### src/rtl/ps2_key_event_scheduler.sv
`default_nettype none
// ============================================================================
//  Module   : ps2_key_event_scheduler
//  Purpose  : Turns PS/2 scan bytes (E0/F0 prefixed) into key events, queues
//             them in a small FIFO and serves them to the PicoBlaze port bus
//             with an acknowledged interrupt. Optional macro:
//             KEY_BREAK_EVENTS_EN (queue break events as well as makes).
//  Revision : 1.0 - initial release
// ============================================================================
module ps2_key_event_scheduler #(
    parameter int         DEPTH_LOG2  = 3,
    parameter logic [7:0] DATA_PORT   = 8'h02,
    parameter logic [7:0] STATUS_PORT = 8'h03
) (
    input  logic       clk,
    input  logic       reset,
    input  logic       rx_done_tick,
    input  logic [7:0] rx_data,
    input  logic [7:0] port_id,
    input  logic       read_strobe,
    input  logic       interrupt_ack,
    output logic [7:0] in_port_data,
    output logic       interrupt,
    output logic       rx_en
);

    localparam int                  c_DEPTH_N = 1 << DEPTH_LOG2;
    localparam logic [DEPTH_LOG2:0] c_DEPTH   = (DEPTH_LOG2+1)'(c_DEPTH_N);
    localparam logic [DEPTH_LOG2:0] c_CNT_ONE = (DEPTH_LOG2+1)'(1);
    localparam logic [DEPTH_LOG2-1:0] c_PTR_ONE = DEPTH_LOG2'(1);
    localparam logic [7:0]          c_EXT_BYTE = 8'hE0;
    localparam logic [7:0]          c_BRK_BYTE = 8'hF0;

    typedef enum logic [1:0] {
        ST_IDLE    = 2'd0,
        ST_EXT     = 2'd1,
        ST_BRK     = 2'd2,
        ST_EXT_BRK = 2'd3
    } state_t;

    state_t r_state;
    state_t w_state_next;

    logic                  w_offer;
    logic                  w_ev_brk;
    logic                  w_ev_ext;
    logic [9:0]            w_entry;

    logic [9:0]            r_mem [0:c_DEPTH_N-1];
    logic [DEPTH_LOG2-1:0] r_wr_ptr;
    logic [DEPTH_LOG2-1:0] r_rd_ptr;
    logic [DEPTH_LOG2:0]   r_count;
    logic [DEPTH_LOG2:0]   w_count_next;
    logic                  r_overflow;
    logic                  r_interrupt;
    logic                  r_armed;

    logic                  w_empty;
    logic                  w_full;
    logic                  w_pop;
    logic                  w_push;
    logic                  w_drop;
    logic                  w_status_rd;
    logic                  w_irq_set;
    logic [9:0]            w_head;
    logic                  w_head_brk;
    logic                  w_head_ext;
    logic [3:0]            w_count4;

    // ---------------- prefix decoder ----------------
    always_ff @(posedge clk) begin
        if (reset) begin
            r_state <= ST_IDLE;
        end else begin
            r_state <= w_state_next;
        end
    end

    always_comb begin
        w_state_next = r_state;
        w_offer      = 1'b0;
        w_ev_brk     = (r_state == ST_BRK) || (r_state == ST_EXT_BRK);
        w_ev_ext     = (r_state == ST_EXT) || (r_state == ST_EXT_BRK);
        if (rx_done_tick) begin
            if (rx_data == c_EXT_BYTE) begin
                // E0 always restarts an extended sequence, dropping a stray break
                w_state_next = ST_EXT;
            end else if (rx_data == c_BRK_BYTE) begin
                if (r_state == ST_IDLE) begin
                    w_state_next = ST_BRK;
                end else if (r_state == ST_EXT) begin
                    w_state_next = ST_EXT_BRK;
                end
            end else begin
`ifdef KEY_BREAK_EVENTS_EN
                w_offer = 1'b1;
`else
                w_offer = !w_ev_brk;
`endif
                w_state_next = ST_IDLE;
            end
        end
    end

`ifdef KEY_BREAK_EVENTS_EN
    assign w_entry = {w_ev_brk, w_ev_ext, rx_data};
`else
    assign w_entry = {1'b0, w_ev_ext, rx_data};
`endif

    // ---------------- event FIFO ----------------
    assign w_empty     = (r_count == '0);
    assign w_full      = (r_count == c_DEPTH);
    assign w_pop       = read_strobe && (port_id == DATA_PORT) && !w_empty;
    assign w_push      = w_offer && (!w_full || w_pop);
    assign w_drop      = w_offer && w_full && !w_pop;
    assign w_status_rd = read_strobe && (port_id == STATUS_PORT);

    always_comb begin
        w_count_next = r_count;
        if (w_push && !w_pop) begin
            w_count_next = r_count + c_CNT_ONE;
        end else if (w_pop && !w_push) begin
            w_count_next = r_count - c_CNT_ONE;
        end
    end

    always_ff @(posedge clk) begin
        if (w_push) begin
            r_mem[r_wr_ptr] <= w_entry;
        end
    end

    always_ff @(posedge clk) begin
        if (reset) begin
            r_wr_ptr   <= '0;
            r_rd_ptr   <= '0;
            r_count    <= '0;
            r_overflow <= 1'b0;
        end else begin
            if (w_push) begin
                r_wr_ptr <= r_wr_ptr + c_PTR_ONE;
            end
            if (w_pop) begin
                r_rd_ptr <= r_rd_ptr + c_PTR_ONE;
            end
            r_count <= w_count_next;
            if (w_drop) begin
                r_overflow <= 1'b1;
            end else if (w_status_rd) begin
                r_overflow <= 1'b0;
            end
        end
    end

    // ---------------- interrupt handshake ----------------
    // Ack takes priority over a new request; armed stays set so it retries.
    assign w_irq_set = r_armed && (w_count_next != '0) && !interrupt_ack;

    always_ff @(posedge clk) begin
        if (reset) begin
            r_interrupt <= 1'b0;
            r_armed     <= 1'b1;
        end else begin
            if (interrupt_ack) begin
                r_interrupt <= 1'b0;
            end else if (w_irq_set) begin
                r_interrupt <= 1'b1;
            end
            if (w_irq_set) begin
                r_armed <= 1'b0;
            end else if (w_pop) begin
                r_armed <= 1'b1;
            end
        end
    end

    // ---------------- port read mux ----------------
    assign w_head     = r_mem[r_rd_ptr];
    assign w_head_brk = w_head[9] && !w_empty;
    assign w_head_ext = w_head[8] && !w_empty;
    assign w_count4   = 4'(r_count);

    always_comb begin
        in_port_data = 8'h00;
        if (port_id == DATA_PORT) begin
            in_port_data = w_empty ? 8'h00 : w_head[7:0];
        end else if (port_id == STATUS_PORT) begin
            in_port_data = {r_overflow, w_head_brk, w_head_ext, w_full, w_count4};
        end
    end

    assign interrupt = r_interrupt;
    assign rx_en     = !w_full;

endmodule
`default_nettype wire

### config.mk
export PLATFORM = sky130hd
export DESIGN_NAME = ps2_key_event_scheduler
export DESIGN_NICKNAME = d
export VERILOG_FILES = /design/src/rtl/ps2_key_event_scheduler.sv
export SDC_FILE = /design/constraint.sdc
export NUM_CORES = 1
export LEC_CHECK = 0
export BUFFER_PORTS_ARGS = -buffer_cell sky130_fd_sc_hd__buf_2
export CORE_ASPECT_RATIO = 1.5
export CORE_MARGIN = 2
export CORE_UTILIZATION = 53
export DETAILED_ROUTE_END_ITERATION = 7
export GPL_ROUTABILITY_DRIVEN = 0
export PLACE_DENSITY = 0.75
export REMOVE_ABC_BUFFERS = 1
export SLEW_MARGIN = 20
export SYNTH_ARGS = -nofsm -noshare
export SYNTH_HDL_FRONTEND = slang
export SYNTH_SLANG_ARGS = --single-unit
### constraint.sdc
create_clock -name clk -period 2.6 [get_ports clk]
set_input_delay 0 -clock clk [delete_from_list [all_inputs] [get_ports clk]]
set_output_delay 0 -clock clk [all_outputs]
set_load 0.1 [all_outputs]
==> run metrics, run 1 <==
CP cell instances inv_1 > ha_1 > or3b_1 > and4_4 > or4_4 > nand4_2 > o31ai_2 > o31a_1; Rows 37; power density over cell area around 660 nW/µm²; Setup crit end kind flip-flop; Skew-Pair Late Insertion Delay between 0.3 and 0.4 ns; status finished, final reports clean; placed cell count 360; relative slew slack 0.615; clock buffer depth 2; cts bufs inserted 9; core box area a little under 7000 µm²; CP max stage delay 0.52 ns; Lkg Pwr 1.53 nW; Critical Path Source r_count[0]$_SDFF_PP0_; busiest layer in global routing met2; H-tree depth 3; final WL 7340 µm; reg-to-reg startpoint r_count[0]$_SDFF_PP0_; All-Layer GR Usage 0.209; die area 7760 µm²; GRT met1 Usage 0.252; CP delay by family, top simple AND/OR/NAND/NOR gates; global-route wire length before repair 11800 µm; I/O pin cnt 31; Syn Area/Cell 15.5 µm²; critical path endpoint interrupt$_SDFFE_PP0P_; CTS Sinks 90; GR Util met2 0.360; grt met3 use 0.0564; CTS tree yes; Hold Crit Class in -> reg; non-filler instance count after layout 387; Syn Std Cell Area 3740 µm²; Synth area leaders edfxtp_1 58%, mux4_2 11%, dfxtp_1 9.6%; Synth top area share 0.578; Clock Root Buffer clkbuf_8; final worst setup slack 0.124 ns; I/O Buffers 30; total grt overflow 0; Final Cell Area 4470 µm²; Cell variety after synth ~40; Max stage delay cell, worst path or4_4; Area growth syn-to-layout 19.4%; final period utilization 0.952; worst path required time 2.86 ns; Max IR drop VDD 0.391 mV; CP arrival 2.73 ns; drt initial violations between 150 and 200; setup bufs post-CTS 0; worst reg2reg endpoint interrupt$_SDFFE_PP0P_; CP bufs+invs 1; initial core utilization 0.546; ant diodes 0; NumNets Final 329; total power just under 3 mW; worst-margin pin slew 0.573 ns; Die Y around 110 µm; layout cell share with drive strength beyond 1 0.298; Worst R2R Path Depth 8; DP HPWL between 5000 and 6000 µm; number of synthesis warnings 0; type of origin of the critical path flip-flop; Vias per Instance a little under 6; Final Critical Period 2.48 ns; final core occ 0.652; WL per Instance 19.0 µm; via count 2275; worst-path fanout max 13; final hold vios 0; min-delay src reset; final setup violation count 0; fin. max-slew vios 0; Die W 72.6 µm; register area share after synthesis 0.674; Mapped Cells 242; worst slack, placed 0.166 ns; number of max-cap violations 0; number of global-route vias before repair 2321; number of antenna-violating nets in the routed design 0; Worst Skew 0.0112 ns; Crit path depth 8; worst reg-to-reg setup slack 0.12 ns; drt pass-1 iters 4; remaining routing DRC violations 0; largest net degree at the start of global routing 19; dominant cell type by area after synthesis edfxtp_1; initial antenna violation count 0; RSZ-0062 raised after global routing false; FF+latch count, synth 90; placed cell areas 4120 µm²; maximum clock frequency 0.404 GHz; Worst Setup Path Type reg -> reg; Worst-path clk slew 0.09 ns
## cell usage after synthesis
cell,number
and3_1,3
ha_1,4
and4b_1,1
nor2b_1,1
o221ai_1,1
a211oi_1,3
a32oi_1,1
buf_1,1
nand4_2,1
dfxtp_1,18
nand2b_1,6
o211ai_1,1
a21oi_1,11
nor2_1,20
inv_1,6
nand4_1,4
mux2i_1,8
o31ai_2,1
mux4_2,18
and2_1,1
buf_2,3
a211o_2,1
nand3_1,2
xnor2_1,2
nand2_1,16
a21o_1,1
or3b_1,1
and3_2,1
or4_4,1
nor4b_2,1
a31oi_1,1
o31a_1,1
edfxtp_1,72
o21ai_0,1
nor3_1,11
xor2_1,2
clkbuf_1,5
and4_4,1
a2111oi_1,1
nor3b_1,3
o22ai_1,5
## cell type report
class	instances	area [µm²]
clock buffers	9	124
inverters	6	22.5
flip-flops and latches	90	2520
well taps	78	97.6
repair buffers	60	433
clock inverters	7	101
fillers	506	2380
multi-input cells	137	1170
## kinds of logic after synthesis
logic type	count (synthesis)	synth area share
flip-flops	90	0.674
buffers and inverters	15	0.0161
AND/OR/NAND/NOR	74	0.105
multiplexers	26	0.130
XOR/XNOR	4	0.00937
adder cells (fa/ha/maj)	4	0.0134
AO/OA/AOI/OAI	29	0.0519
## layout by cell type (no fill, tap or decap), types with 2 or more instances in the layout
master	n
nand4_1	4
bufinv_16	2
a211oi_1	3
and3_1	3
mux2i_1	8
xnor2_1	2
buf_2	28
nor3b_1	3
clkbuf_8	9
edfxtp_1	72
buf_4	18
xor2_1	2
dfxtp_1	18
mux4_2	18
nand3_1	2
inv_1	6
o22ai_1	5
nor2_1	20
nand2_1	16
ha_1	4
a21oi_1	10
buf_12	2
nand2b_1	6
nor3_1	10
dlygate4sd3_1	11
## registers in the layout, indices dropped and copies added, names as in the netlist, named ones only
register,count
r_armed,1
r_mem,72
r_count,4
r_state,2
r_wr_ptr,3
r_overflow,1
r_rd_ptr,3
interrupt,1
## where the power goes
group	internal [mW]	switching, mW	leakage [nW]
clock	0.551	0.499	0.112
sequential	1.60	0.0296	0.803
combinational	0.111	0.162	0.612
total	2.26	0.691	1.53
## worst reg2reg max path, cell delays in order (launching register included)
cell and delay (ns):
dfxtp_1 0.37, inv_1 0.17, ha_1 0.22, or3b_1 0.37, and4_4 0.25, or4_4 0.53, nand4_2 0.10, o31ai_2 0.09
o31a_1 0.28
## layer usage
metal  vias up  wire (µm)
li1       1072          -
met1      1136       2980
met2        57       3940
met3        10        304
met4         0        122
met5         -          0
## timing repair
item | in CTS | in global routing
gates resized for setup | 0 | 3
hold endpoints to repair | 68 | 0
hold buffers | 11 | 0
setup endpoints to repair | 0 | 17
## per-stage QoR
stage | hold WS, ns | TNS, ns
floorplan | 0.0691 | -3.02
global placement | 0.261 | 0
detailed placement | 0.261 | 0
CTS | 0.00141 | 0
global route | 0.00535 | 0
finish | 0.0139 | 0
## worst min-delay path by stage
stage	end	slack [ns]	cells after the start
2_1_floorplan	r_state[1]$_SDFFE_PP0P_	0.07	1
3_3_place_gp	r_state[0]$_SDFFE_PP0P_	0.26	2
3_5_place_dp	r_state[0]$_SDFFE_PP0P_	0.26	2
4_1_cts	r_count[0]$_SDFF_PP0_	0.001	2
5_1_grt	r_wr_ptr[2]$_SDFFE_PP0P_	0.005	2
6_report	r_overflow$_SDFFE_PP0P_	0.01	2
No activity file was read; power rests on OpenSTA's default activity.
==> run 2, diff against run 1 <==
Settings changed: CORE_ASPECT_RATIO 1.5 to 1.1, SLEW_MARGIN 20 to not set.
==> run 2 against run 1 <==
  * Worst hold slack improved by 0.12 ns
  * Wire length up 1.3%
  * Critical path depth unchanged
  * Clock skew shrank 0.00086 ns
  * Final area fell by 0.53%
  * Combinational power about the same
  * First-iteration DRC count decreased by 16%
  * Die area decreased by 0.17%
  * Count of clock-buffer cells in the layout stayed put
  * Global-route usage fell by 0.24 points
  * Sequential power barely moved
==> run metrics, run 2 (synthesis results as in run 1) <==
largest net degree at the start of global routing 19 (unchanged); fin. max-slew vios 0 (unchanged); cts bufs inserted 9 (unchanged); final period utilization 0.942 (-0.0103); CP max stage delay 0.52 ns (about the same); worst path required time 2.85 ns (about the same); placed cell areas 4110 µm² (-0.33%); Clk pwr share 0.335 (-0.021); drt pass-1 iters 5 (+1); most common cell after layout, fill and taps aside edfxtp_1; type of origin of the critical path flip-flop; final worst setup slack 0.151 ns (+0.0267 ns); Die Y 92.1 µm (-14%); All-Layer GR Usage 0.207 (-0.00238); CTS tree yes; via count 2300 (+1.1%); final core occ 0.641 (-0.0105); status finished, final reports clean; final WL 7430 µm (+1.3%); I/O pin cnt 31 (unchanged); sw frac 0.243 (+0.00903); core box area 6930 µm² (+1.1%); Max stage delay cell, worst path or4_4; Reg power frac 0.570 (+0.018); WL per Instance 19.0 µm (about the same); most frequent cells in the layout 72 x edfxtp_1, 26 x buf_2, 20 x nor2_1, 18 x mux4_2, 18 x dfxtp_1; CTS Sinks 90 (unchanged); Max IR drop VDD 0.496 mV (+27%); total grt overflow 0 (unchanged); total power 2.86 mW (-3.3%); Worst-path clk slew 0.09 ns (about the same); Clock Root Buffer clkbuf_8; final setup violation count 0 (unchanged); number of antenna-violating nets in the routed design 0 (unchanged); biggest regs r_mem x72, r_count x4; initial core utilization 0.540 (-0.00592); drt initial violations 152 (-16%); Int Power 2.16 mW (-4.4%); power density over cell area 643 nW/µm² (-2.8%); worst-path fanout max 13 (unchanged); busiest layer in global routing met2; global-route wire length before repair 11800 µm (+0.29%); CP cell instances inv_1 > ha_1 > or3b_1 > and4_4 > or4_4 > nand4_2 > o31ai_2 > o31a_1; Final Critical Period 2.45 ns (-0.0267 ns); register with the most flip-flops r_mem; Setup crit end kind flip-flop; Lkg Pwr 1.50 nW (-1.4%); logic gate share of total power 0.095 (+0.003); number of flip-flops in the largest register 72 (unchanged); initial antenna violation count 0 (unchanged); switching power total 694 µW (+0.44%); number of global-route vias before repair 2212 (-4.7%); DP HPWL 4960 µm (-3.7%); Skew-Pair Late Insertion Delay 0.36 ns (about the same); Die W 84.1 µm (+16%); grt met3 use 0.0405 (-0.0159); maximum clock frequency 0.408 GHz (+1.1%); Worst Setup Path Type reg -> reg; H-tree depth 3 (unchanged); Worst Skew 0.0103 ns (-0.000859 ns); layout cell share with drive strength beyond 1 0.287 (-0.0111); fill cell count 513 (+1.4%); clock buffer depth 2 (unchanged); Final Cell Area 4440 µm² (-0.53%); number of max-cap violations 0 (unchanged); remaining routing DRC violations 0 (unchanged); Vias per Instance 5.87 (-0.19%); Rows 32 (-14%); CP arrival 2.70 ns (-0.03 ns); NumNets Final 327 (-0.61%); Hold Crit Class in -> reg; setup bufs post-CTS 0 (unchanged); worst-margin pin slew 0.589 ns (+0.0155 ns); final hold vios 0 (unchanged); I/O Buffers 30 (unchanged); GRT met1 Usage 0.273 (+0.0212); ant diodes 0 (unchanged); GR Util met2 0.333 (-0.0264); Area growth syn-to-layout 18.8%; die area 7740 µm² (-0.17%); worst slack, placed 0.172 ns (+0.00535 ns); relative slew slack 0.607 (-0.00793)
==> run 2: cell count changes in the layout (fill, tap and decap cells not counted), sizes merged <==
cell / change
bufinv: -1
clkinv: +2
clkinvlp: -1
dlygate4sd3: +1
buf: -5
clkbuf: +2
==> run 2: per-stage QoR <==
step	std cells	hold slack, ns	TNS, ns
2_1_floorplan	233	0.0691	-3.02
3_3_place_gp	364	0.259	0
3_5_place_dp	364	0.271	0
4_1_cts	392	0.120	0
5_1_grt	392	0.172	-0.0101
6_report	392	0.138	0
==> run 2: power groups by stage <==
stage / registers (mW) / clock network (mW) / logic, mW
detailed placement: 1.66 / 0 / 0.251
finish: 1.63 / 0.956 / 0.271
CTS: 1.63 / 0.978 / 0.267
floorplan: 1.67 / 0 / 0.155
global placement: 1.66 / 0 / 0.245
global route: 1.63 / 1.03 / 0.296
==> run 2: timing repair <==
item | in CTS | in global routing
hold buffers | 12 | 0
setup endpoints to repair | 0 | 18
resized for setup | 0 | 5
endpoints found under the hold margin | 70 | 0
==> run 2: metal layers <==
layer,part of all wire,up-vias
met4,0.025,0
met3,0.056,16
met2,0.51,84
li1,-,1069
met1,0.41,1131
met5,0,-
==> run 2: path summary, 6_finish.rpt <==
kind | from | endpoint | slack [ns] | cells past startpoint
min reg2reg | r_rd_ptr[1]$_SDFFE_PP0N_ | flip-flop | 0.48 | 2
min | port_id[0] | r_overflow$_SDFFE_PP0P_ | 0.14 | 5
max reg2reg | r_count[0]$_SDFF_PP0_ | interrupt$_SDFFE_PP0P_ | 0.15 | 8
max | r_count[0]$_SDFF_PP0_ | interrupt$_SDFFE_PP0P_ | 0.15 | 8
==> run 2: worst max-delay path: cells and delay by family (launching register included) <==
kind / cells / cell delay (ns)
compound gates: 2 / 0.38
fa+ha+maj: 1 / 0.21
buf+inv: 1 / 0.15
flops: 1 / 0.37
simple gates: 4 / 1.24
==> run 2: cell type report <==
| cell class | count | area (µm²) | area share |
|---|---|---|---|
| clock buffer | 9 | 124 | 0.0279 |
| inverter | 6 | 22.5 | 0.00507 |
| sequential | 90 | 2520 | 0.568 |
| clock inverter | 7 | 76.3 | 0.0172 |
| multi-input combinational | 137 | 1170 | 0.262 |
| timing repair buffer | 58 | 425 | 0.0957 |
| tap | 85 | 106 | 0.0239 |
